<file path="config.mk">
export PLATFORM = sky130hd
export DESIGN_NAME = lsu_multicycle
export DESIGN_NICKNAME = d
export VERILOG_FILES = /design/src/rtl/lsu_multicycle.sv
export SDC_FILE = /design/constraint.sdc
export NUM_CORES = 1
export LEC_CHECK = 0
export ABC_AREA = 1
export CAP_MARGIN = 15
export CORE_ASPECT_RATIO = 1.4
export CORE_MARGIN = 3
export CORE_UTILIZATION = 41
export DETAILED_ROUTE_END_ITERATION = 7
export PLACE_DENSITY = 0.77
export SYNTH_ARGS = -nofsm -noshare
export SYNTH_HDL_FRONTEND = slang
export SYNTH_SLANG_ARGS = --single-unit
export TNS_END_PERCENT = 1
</file>
<file path="constraint.sdc">
create_clock -name clk -period 3.35 [get_ports clk]
set_clock_uncertainty 0.1 [all_clocks]
set_input_delay 0.67 -clock clk [delete_from_list [all_inputs] [get_ports clk]]
set_output_delay 0.67 -clock clk [all_outputs]
set_load 0.03 [all_outputs]
</file>
<file path="src/rtl/lsu_multicycle.sv">
// Multi-cycle load/store unit driving a req/gnt/rvalid memory port.
// Optional REQ/WAIT watchdog enabled by defining LSU_TIMEOUT_EN.
module lsu_multicycle #(
  parameter int XLEN           = 32,
  parameter int ADDR_WIDTH     = 32,
  parameter int TIMEOUT_CYCLES = 255
) (
  input  logic                  clk,
  input  logic                  rst,
  input  logic                  req_valid_i,
  output logic                  req_ready_o,
  input  logic [3:0]            req_func_i,
  input  logic [ADDR_WIDTH-1:0] req_addr_i,
  input  logic [XLEN-1:0]       req_wdata_i,
  output logic                  resp_valid_o,
  output logic [XLEN-1:0]       resp_rdata_o,
  output logic                  resp_err_o,
  output logic                  resp_misaligned_o,
  output logic                  mem_req_o,
  input  logic                  mem_gnt_i,
  output logic                  mem_we_o,
  output logic [ADDR_WIDTH-1:0] mem_addr_o,
  output logic [XLEN/8-1:0]     mem_be_o,
  output logic [XLEN-1:0]       mem_wdata_o,
  input  logic                  mem_rvalid_i,
  input  logic [XLEN-1:0]       mem_rdata_i,
  input  logic                  mem_err_i
);

  localparam int NB = XLEN / 8;
  localparam int LW = $clog2(NB);

  localparam logic [1:0] S_IDLE = 2'd0;
  localparam logic [1:0] S_REQ  = 2'd1;
  localparam logic [1:0] S_WAIT = 2'd2;
  localparam logic [1:0] S_RESP = 2'd3;

  localparam logic [NB-1:0]   BE_B = NB'(1);
  localparam logic [NB-1:0]   BE_H = NB'(3);
  localparam logic [NB-1:0]   BE_W = NB'(15);
  localparam logic [XLEN-1:0] M8   = XLEN'(64'hFF);
  localparam logic [XLEN-1:0] M16  = XLEN'(64'hFFFF);
  localparam logic [XLEN-1:0] M32  = XLEN'(64'hFFFF_FFFF);

  // 0 byte, 1 half, 2 word, 3 double
  function automatic logic [1:0] f_size(input logic [3:0] f);
    logic [1:0] s;
    s = 2'd0;
    case (f)
      4'd1, 4'd3, 4'd6:  s = 2'd1;
      4'd0, 4'd5, 4'd10: s = 2'd2;
      4'd8, 4'd9:        s = 2'd3;
      default:           s = 2'd0;
    endcase
    return s;
  endfunction

  function automatic logic f_store(input logic [3:0] f);
    return f inside {4'd5, 4'd6, 4'd7, 4'd9};
  endfunction

  function automatic logic f_uns(input logic [3:0] f);
    return f inside {4'd3, 4'd4, 4'd10};
  endfunction

  logic [1:0]            r_state;
  logic [3:0]            r_func;
  logic [ADDR_WIDTH-1:0] r_addr;
  logic [XLEN-1:0]       r_wdata;
  logic [XLEN-1:0]       r_rdata;
  logic                  r_err;
  logic                  r_mis;

  logic            w_illegal;
  logic            w_mis;
  logic            w_req;
  logic            w_resp;
  logic            w_tmo;
  logic [1:0]      w_rsize;
  logic [LW-1:0]   w_lane;
  logic [NB-1:0]   w_be;
  logic [XLEN-1:0] w_sh;
  logic [XLEN-1:0] w_msk;
  logic            w_sgn;
  logic [XLEN-1:0] w_ld;

  always_comb begin
    w_illegal = (req_func_i > 4'd10) ||
                ((XLEN == 32) && (req_func_i >= 4'd8));
    w_mis = 1'b0;
    case (f_size(req_func_i))
      2'd1:    w_mis = req_addr_i[0];
      2'd2:    w_mis = |req_addr_i[1:0];
      2'd3:    w_mis = |req_addr_i[2:0];
      default: w_mis = 1'b0;
    endcase
  end

  assign w_rsize = f_size(r_func);
  assign w_lane  = r_addr[LW-1:0];
  assign w_req   = (r_state == S_REQ);
  assign w_resp  = (r_state == S_RESP);

  always_comb begin
    w_be = '1;
    case (w_rsize)
      2'd0:    w_be = BE_B << w_lane;
      2'd1:    w_be = BE_H << w_lane;
      2'd2:    w_be = BE_W << w_lane;
      default: w_be = '1;
    endcase
  end

  // Load lane shift, then mask to access width and fill upper bits
  always_comb begin
    w_sh  = mem_rdata_i >> {w_lane, 3'b000};
    w_msk = '1;
    w_sgn = 1'b0;
    case (w_rsize)
      2'd0: begin
        w_msk = M8;
        w_sgn = w_sh[7];
      end
      2'd1: begin
        w_msk = M16;
        w_sgn = w_sh[15];
      end
      2'd2: begin
        w_msk = M32;
        w_sgn = w_sh[31];
      end
      default: begin
        w_msk = '1;
        w_sgn = 1'b0;
      end
    endcase
    w_sgn = w_sgn & ~f_uns(r_func);
    w_ld  = (w_sh & w_msk) | ({XLEN{w_sgn}} & ~w_msk);
  end

`ifdef LSU_TIMEOUT_EN
  localparam int TW = $clog2(TIMEOUT_CYCLES + 1);
  logic [TW-1:0] r_cnt;

  always_ff @(posedge clk or posedge rst) begin
    if (rst) begin
      r_cnt <= '0;
    end else if (r_state == S_IDLE) begin
      r_cnt <= '0;
    end else if (w_req || (r_state == S_WAIT)) begin
      r_cnt <= r_cnt + 1'b1;
    end
  end

  assign w_tmo = (r_cnt == TW'(TIMEOUT_CYCLES - 1));
`else
  assign w_tmo = 1'b0;
`endif

  always_ff @(posedge clk or posedge rst) begin
    if (rst) begin
      r_state <= S_IDLE;
      r_func  <= '0;
      r_addr  <= '0;
      r_wdata <= '0;
      r_rdata <= '0;
      r_err   <= 1'b0;
      r_mis   <= 1'b0;
    end else begin
      unique case (r_state)
        S_IDLE: begin
          if (req_valid_i) begin
            r_func  <= req_func_i;
            r_addr  <= req_addr_i;
            r_wdata <= req_wdata_i;
            r_rdata <= '0;
            r_err   <= w_illegal | w_mis;
            r_mis   <= ~w_illegal & w_mis;
            r_state <= (w_illegal | w_mis) ? S_RESP : S_REQ;
          end
        end
        S_REQ: begin
          if (mem_gnt_i) begin
            r_state <= S_WAIT;
          end else if (w_tmo) begin
            r_err   <= 1'b1;
            r_state <= S_RESP;
          end
        end
        S_WAIT: begin
          if (mem_rvalid_i) begin
            r_err   <= mem_err_i;
            r_rdata <= (mem_err_i | f_store(r_func)) ? '0 : w_ld;
            r_state <= S_RESP;
          end else if (w_tmo) begin
            r_err   <= 1'b1;
            r_state <= S_RESP;
          end
        end
        S_RESP: r_state <= S_IDLE;
        default: r_state <= S_IDLE;
      endcase
    end
  end

  assign req_ready_o       = (r_state == S_IDLE);
  assign resp_valid_o      = w_resp;
  assign resp_rdata_o      = w_resp ? r_rdata : '0;
  assign resp_err_o        = w_resp & r_err;
  assign resp_misaligned_o = w_resp & r_mis;

  assign mem_req_o   = w_req;
  assign mem_we_o    = w_req & f_store(r_func);
  assign mem_addr_o  = w_req ? (r_addr & ~ADDR_WIDTH'(NB - 1)) : '0;
  assign mem_be_o    = w_req ? w_be : '0;
  assign mem_wdata_o = w_req ? (r_wdata << {w_lane, 3'b000}) : '0;

endmodule

</file>
After elaboration in Yosys (flattened, before gate mapping). Memory sizes are Yosys's and may differ from the RTL's. Cells that the tools add are included.

Register bits after elaboration: 104. Bits in read-only memories: 64. Input port bits: 106. Output and inout port bits: 106. Logic and storage cells: 78. Memories kept: 2.

Order comparisons: 2. Eq/ne operators: 18. Shifts and indexed selects: 5. Mux-type cells: 20. Bitwise logic cells: 13. Reduce and logical (&&, ||, !) cells: 11.

Memory list: (no name shown) (depth 16, width 2, rd ports 1, clocked after memory_dff 0, wr ports 0, RTL line 49) `case (f)`; (no name shown) (depth 16, width 2, rd ports 1, clocked after memory_dff 0, wr ports 0, RTL line 49).

Operators with widths (number): 32-bit two-way mux (6); 32-bit one-hot mux with 2 select lines (2); 32-bit bitwise AND (2); 32-bit NOT (1); 32-bit bitwise OR (1); 32-bit by 5-bit << shifter with 32-bit output (1); 32-bit by 5-bit right shift with 32-bit output (1); 4-bit by 3-bit == test with 1-bit output (second input constant) (4); 4-bit one-hot mux with 3 select lines (1); 2-bit == test (second input constant) (5); 4-bit == test (second input constant) (2); 2-bit two-way mux (4); 2-bit one-hot mux with 4 select lines (1); 2-bit by 1-bit == test with 1-bit output (second input constant) (3); 2-bit != test (second input constant) (3); 1-bit one-hot mux with 3 select lines (2); 3-bit AND reduction (2); 1-bit bitwise AND (5); 4-bit by 2-bit == test with 1-bit output (second input constant) (1); 4-bit >= comparator (second input constant) (1); 4-bit greater-than comparator (second input constant) (1); 2-bit logical NOT (2); 4-bit two-way mux (1); 4-bit nonzero test (1); other kinds (13) (16).

Depth between registers and ports, before layout.
Depth in word-level cells: 9. Gate-level depth with buffers: 14. Mapped depth without buffers: 13.

Least setup slack after synthesis. OpenSTA, ideal clock, no wires.

Path type: register -> output. From: register r_state[1]. To: output port mem_wdata_o[22]. Arrival: 2.186 ns. Required time: 2.580 ns. Slack: 0.394 ns. Stages on the path, launching flop included: 7. Buffers on the path: 2. Cell sequence: dfrtp_1 > inv_1 > ha_1 > clkbuf_1 > nand2_1 > clkbuf_1 > o32ai_1.

Longest elaborated chain between the ends: 2.

Ends and longest elaborated chain: start: declaration (RTL line 66) `logic [1:0] r_state;`; start signal: assignment (RTL line 179) `r_state <= (w_illegal | w_mis) ? S_RESP : S_REQ;`; 2-bit by 1-bit == test with 1-bit output (RTL line 101) `assign w_req = (r_state == S_REQ);`; named net mem_req_o (RTL line 19) `output logic mem_req_o,`; 32-bit two-way mux (RTL line 216) `assign mem_wdata_o = w_req ? (r_wdata << {w_lane, 3'b000}) : '0;`; end: declaration (RTL line 24) `output logic [XLEN-1:0] mem_wdata_o,`.

The timed path passes the listed nets, and every way through them passes these cells.

Worst setup path after layout.
From: register r_func[0]. To: output port mem_be_o[2].

Longest elaborated chain between the ends: 4. Elaborated cells on any way between the ends: 6. Those cells by class: eq/ne (2); mux (2); reduce/logical (1); memory (1).

Ends and longest elaborated chain: start: declaration (RTL line 67) `logic [3:0] r_func;`; start signal: assignment (RTL line 173) `r_func <= req_func_i;`; memory 16 x 2 bit (*); 2-bit == test (tied with other cells) (RTL line 106) `case (w_rsize)`; 4-bit one-hot mux with 3 select lines (*) (RTL line 106); 4-bit two-way mux (*) (RTL line 215) `assign mem_be_o = w_req ? w_be : '0;`; end: declaration (RTL line 23) `output logic [XLEN/8-1:0] mem_be_o,`.

Every way passes the cells marked *; elsewhere a longest branch is shown, timed or not.

==> flow_metrics.py <==
metrics = {
    "worst_setup_path": {
        "crit_start": "r_func[0]$_DFFE_PP0P_",
        "r2r-end": "r_rdata[28]$_DFFE_PP0P_",
        "cp-endpoint": "mem_be_o[2]",
        "ff2ff_path_depth": 11,
        "cp_max_fo": 4,
        "r2r_start": "r_func[2]$_DFFE_PP0P_",
        "cp-end-kind": "output port",
        "crit_path_start_kind": "flop",
        "arrival_ps": 2400,
        "required_ps": 2580,
        "path_class": "reg2out",
        "regToRegSetupSlack_ps": 630,
    },
    "clock_network": {
        "cts_hold_buf": 0,
        "cts-root-buf": "clkbuf_16",
        "max-clock-path-buffers": 2,
        "clk_latency_ps": 350,
        "cts_tree": "done",
        "cts.sinks": 104,
        "cts_resized": 0,
        "cts_setup_buffers": 0,
        "h-tree-depth": 3,
        "numCtsBuffers": 9,
        "clkTransAtPathRegs_ps": 70,
    },
    "global_route": {
        "grt_overflow_total": 0,
        "antenna_found_initial": 0,
        "grt_max_degree": 78,
        "grt_pass1_wl_microns": 28900,
        "grt_pass1_vias": 6000,
        "grt_util_all_layers": 0.224,
    },
    "yosys": {
        "synth_top_family_by_area": "simple AND/OR/NAND/NOR gates",
        "yosysUniqueCellTypes": 28,
        "syn_avg_cell_area_sq_um": 6.66,
        "yosys-mux-area-fraction": 0.00166,
        "yosysTopAreaCellShare": 0.431,
        "ys_warn_count": 0,
        "synth_area_leaders": "dfrtp_1, nand2_1, inv_1",
        "synth-simple-area-share": 0.310,
        "syn_inst": 907,
        "synth-seq-area-share": 0.431,
        "synth_xor_area_frac": 0,
        "synth_compound_area_frac": 0.124,
        "synth-adder-area-share": 0.0187,
        "synth_area_sq_mm": 0.00604,
        "synth_top_area_cell": "dfrtp_1",
        "synth_seq_cells": 104,
    },
    "timing": {
        "finalHoldViolations": 0,
        "layout_setup_ws_ps": 181,
        "setup-tns-final_ps": 0,
        "final_max_slew_viol_count": 0,
        "timing.final.crit_share": 0.946,
        "relSlewSlack": 0.512,
        "worst_slew_pin_slew_ps": 731,
        "holdWs_ps": 380,
        "fin_crit_ps": 3170,
        "setup_violations": 0,
        "rsz0062_at_grt": "false",
        "fmax_ghz": 0.316,
    },
    "cells_and_area": {
        "fin_cells": 1278,
        "fin_util": 0.603,
        "area_growth_syn_to_layout_pct": 41.5,
        "n_fill_cell": 1353,
        "multi_input_area_sq_mm": 0.00276,
        "nets": 1203,
        "postLayoutCellArea_sq_mm": 0.00854,
        "final_layout_size_suffix_gt1_frac": 0.0732,
        "register_area_sq_mm": 0.00260,
        "antenna_cells": 0,
    },
    "worst_hold_path": {
        "hold_path.class": "reg2reg",
    },
    "placed_design": {
        "place_ws_ps": 491,
        "post-place-cells": 1262,
        "port_buffers": 209,
        "place_congestion": 0.871,
        "dp_hpwl_microns": 13000,
        "place_area_sq_mm": 0.00823,
    },
    "pwr": {
        "vdd_ir_drop_max_mv": 0.466,
        "p_leak_nw": 4.62,
        "power_mw": 7.80,
        "power_density_mw_per_mm2": 914,
    },
    "die": {
        "io_pins": 212,
        "core_sq_mm": 0.0142,
        "die_x_microns": 109,
        "die_area_sq_mm": 0.0162,
        "rows": 51,
        "die_y_microns": 150,
        "start_util": 0.426,
    },
    "routing": {
        "ant_nets": 0,
        "vias": 6178,
        "wire_per_inst_microns": 13.9,
        "routed_wl_microns": 17800,
        "drtIter0Drc": 326,
        "first_pass_iters": 5,
        "vias_per_cell": 4.83,
        "route.detailed.drc": 0,
    },
    "run": {
        "max-cap-violations": 0,
    },
    "run_status": {
        "outcome": "complete, no violations",
    },
}
how the worst min path moves through the flow:
stage / from / end / slack [ps] / cells past startpoint
2_1_floorplan: r_wdata[24]$_DFFE_PP0P_ / r_wdata[24]$_DFFE_PP0P_ / 340 / 2
3_3_place_gp: r_wdata[24]$_DFFE_PP0P_ / r_wdata[24]$_DFFE_PP0P_ / 360 / 2
4_1_cts: r_wdata[24]$_DFFE_PP0P_ / r_wdata[24]$_DFFE_PP0P_ / 380 / 2
6_report: r_err$_DFFE_PP0P_ / r_err$_DFFE_PP0P_ / 380 / 2
3_5_place_dp: r_wdata[24]$_DFFE_PP0P_ / r_wdata[24]$_DFFE_PP0P_ / 360 / 2
5_1_grt: r_addr[10]$_DFFE_PP0P_ / r_addr[10]$_DFFE_PP0P_ / 400 / 2
Yosys cell counts, drive strengths merged:
cell type    n
nand2      399
inv        115
dfrtp      104
o21ai       80
nor2        58
a21oi       37
clkbuf      27
buf         26
nand3       24
ha           9
o32ai        9
o22ai        8
nor3         3
nand4        2
o211ai       2
clkinv       1
conb         1
mux2i        1
o31ai        1
logic make-up after synthesis:
logic type | Yosys count
flops | 104
mux | 1
other cells | 1
buf+inv | 169
compound gates | 137
fa+ha+maj | 9
simple gates | 486
state kept, by name, indices dropped and copies added, names as in the netlist:
register / flops
r_rdata: 32
r_state: 2
r_func: 4
r_addr: 32
r_err: 1
r_mis: 1
r_wdata: 32
critical path: stages (launching register included):
cell and delay (ps):
dfrtp_1 410, inv_1 100, nor2_1 60, nand2_1 90
o211ai_1 80, o21ai_0 170, inv_1 140, ha_1 340
a21oi_1 70, o31ai_1 400, buf_12 180
layout by cell type, fill, tap and decap left out, drive strengths merged, types with 2 or more instances in the layout:
master,count
nand2,399
clkdlybuf4s50,172
inv,116
dfrtp,104
o21ai,80
nor2,58
buf,50
a21oi,37
nand3,24
clkbuf,10
o32ai,9
ha,9
o22ai,8
nor3,3
clkinv,3
nand4,2
o211ai,2
clkinvlp,2
conb,2
per-layer routing:
metal  GRT usage  wire [microns]  vias to the layer above
met1       0.273            7070                     2792
met4      0.0815             466                        0
met3      0.0445            1210                       33
met5           0               0                        -
met2       0.390            9060                      216
li1            -               -                     3137
power breakdown:
part           internal (mW)  total, mW  switching [mW]
Clock                  0.611       1.11           0.498
Sequential              1.83       2.16           0.334
Combinational           1.58       4.53            2.95
Total                   4.03       7.80            3.78
layout make-up:
cell class	instances	area share
tap	185	0.0271
clock buffer	10	0.0280
multi-input combinational	635	0.323
sequential	104	0.305
inverter	116	0.0514
timing repair buffer	222	0.257
clock inverter	6	0.00879
Power figures use the tool's default switching activity.
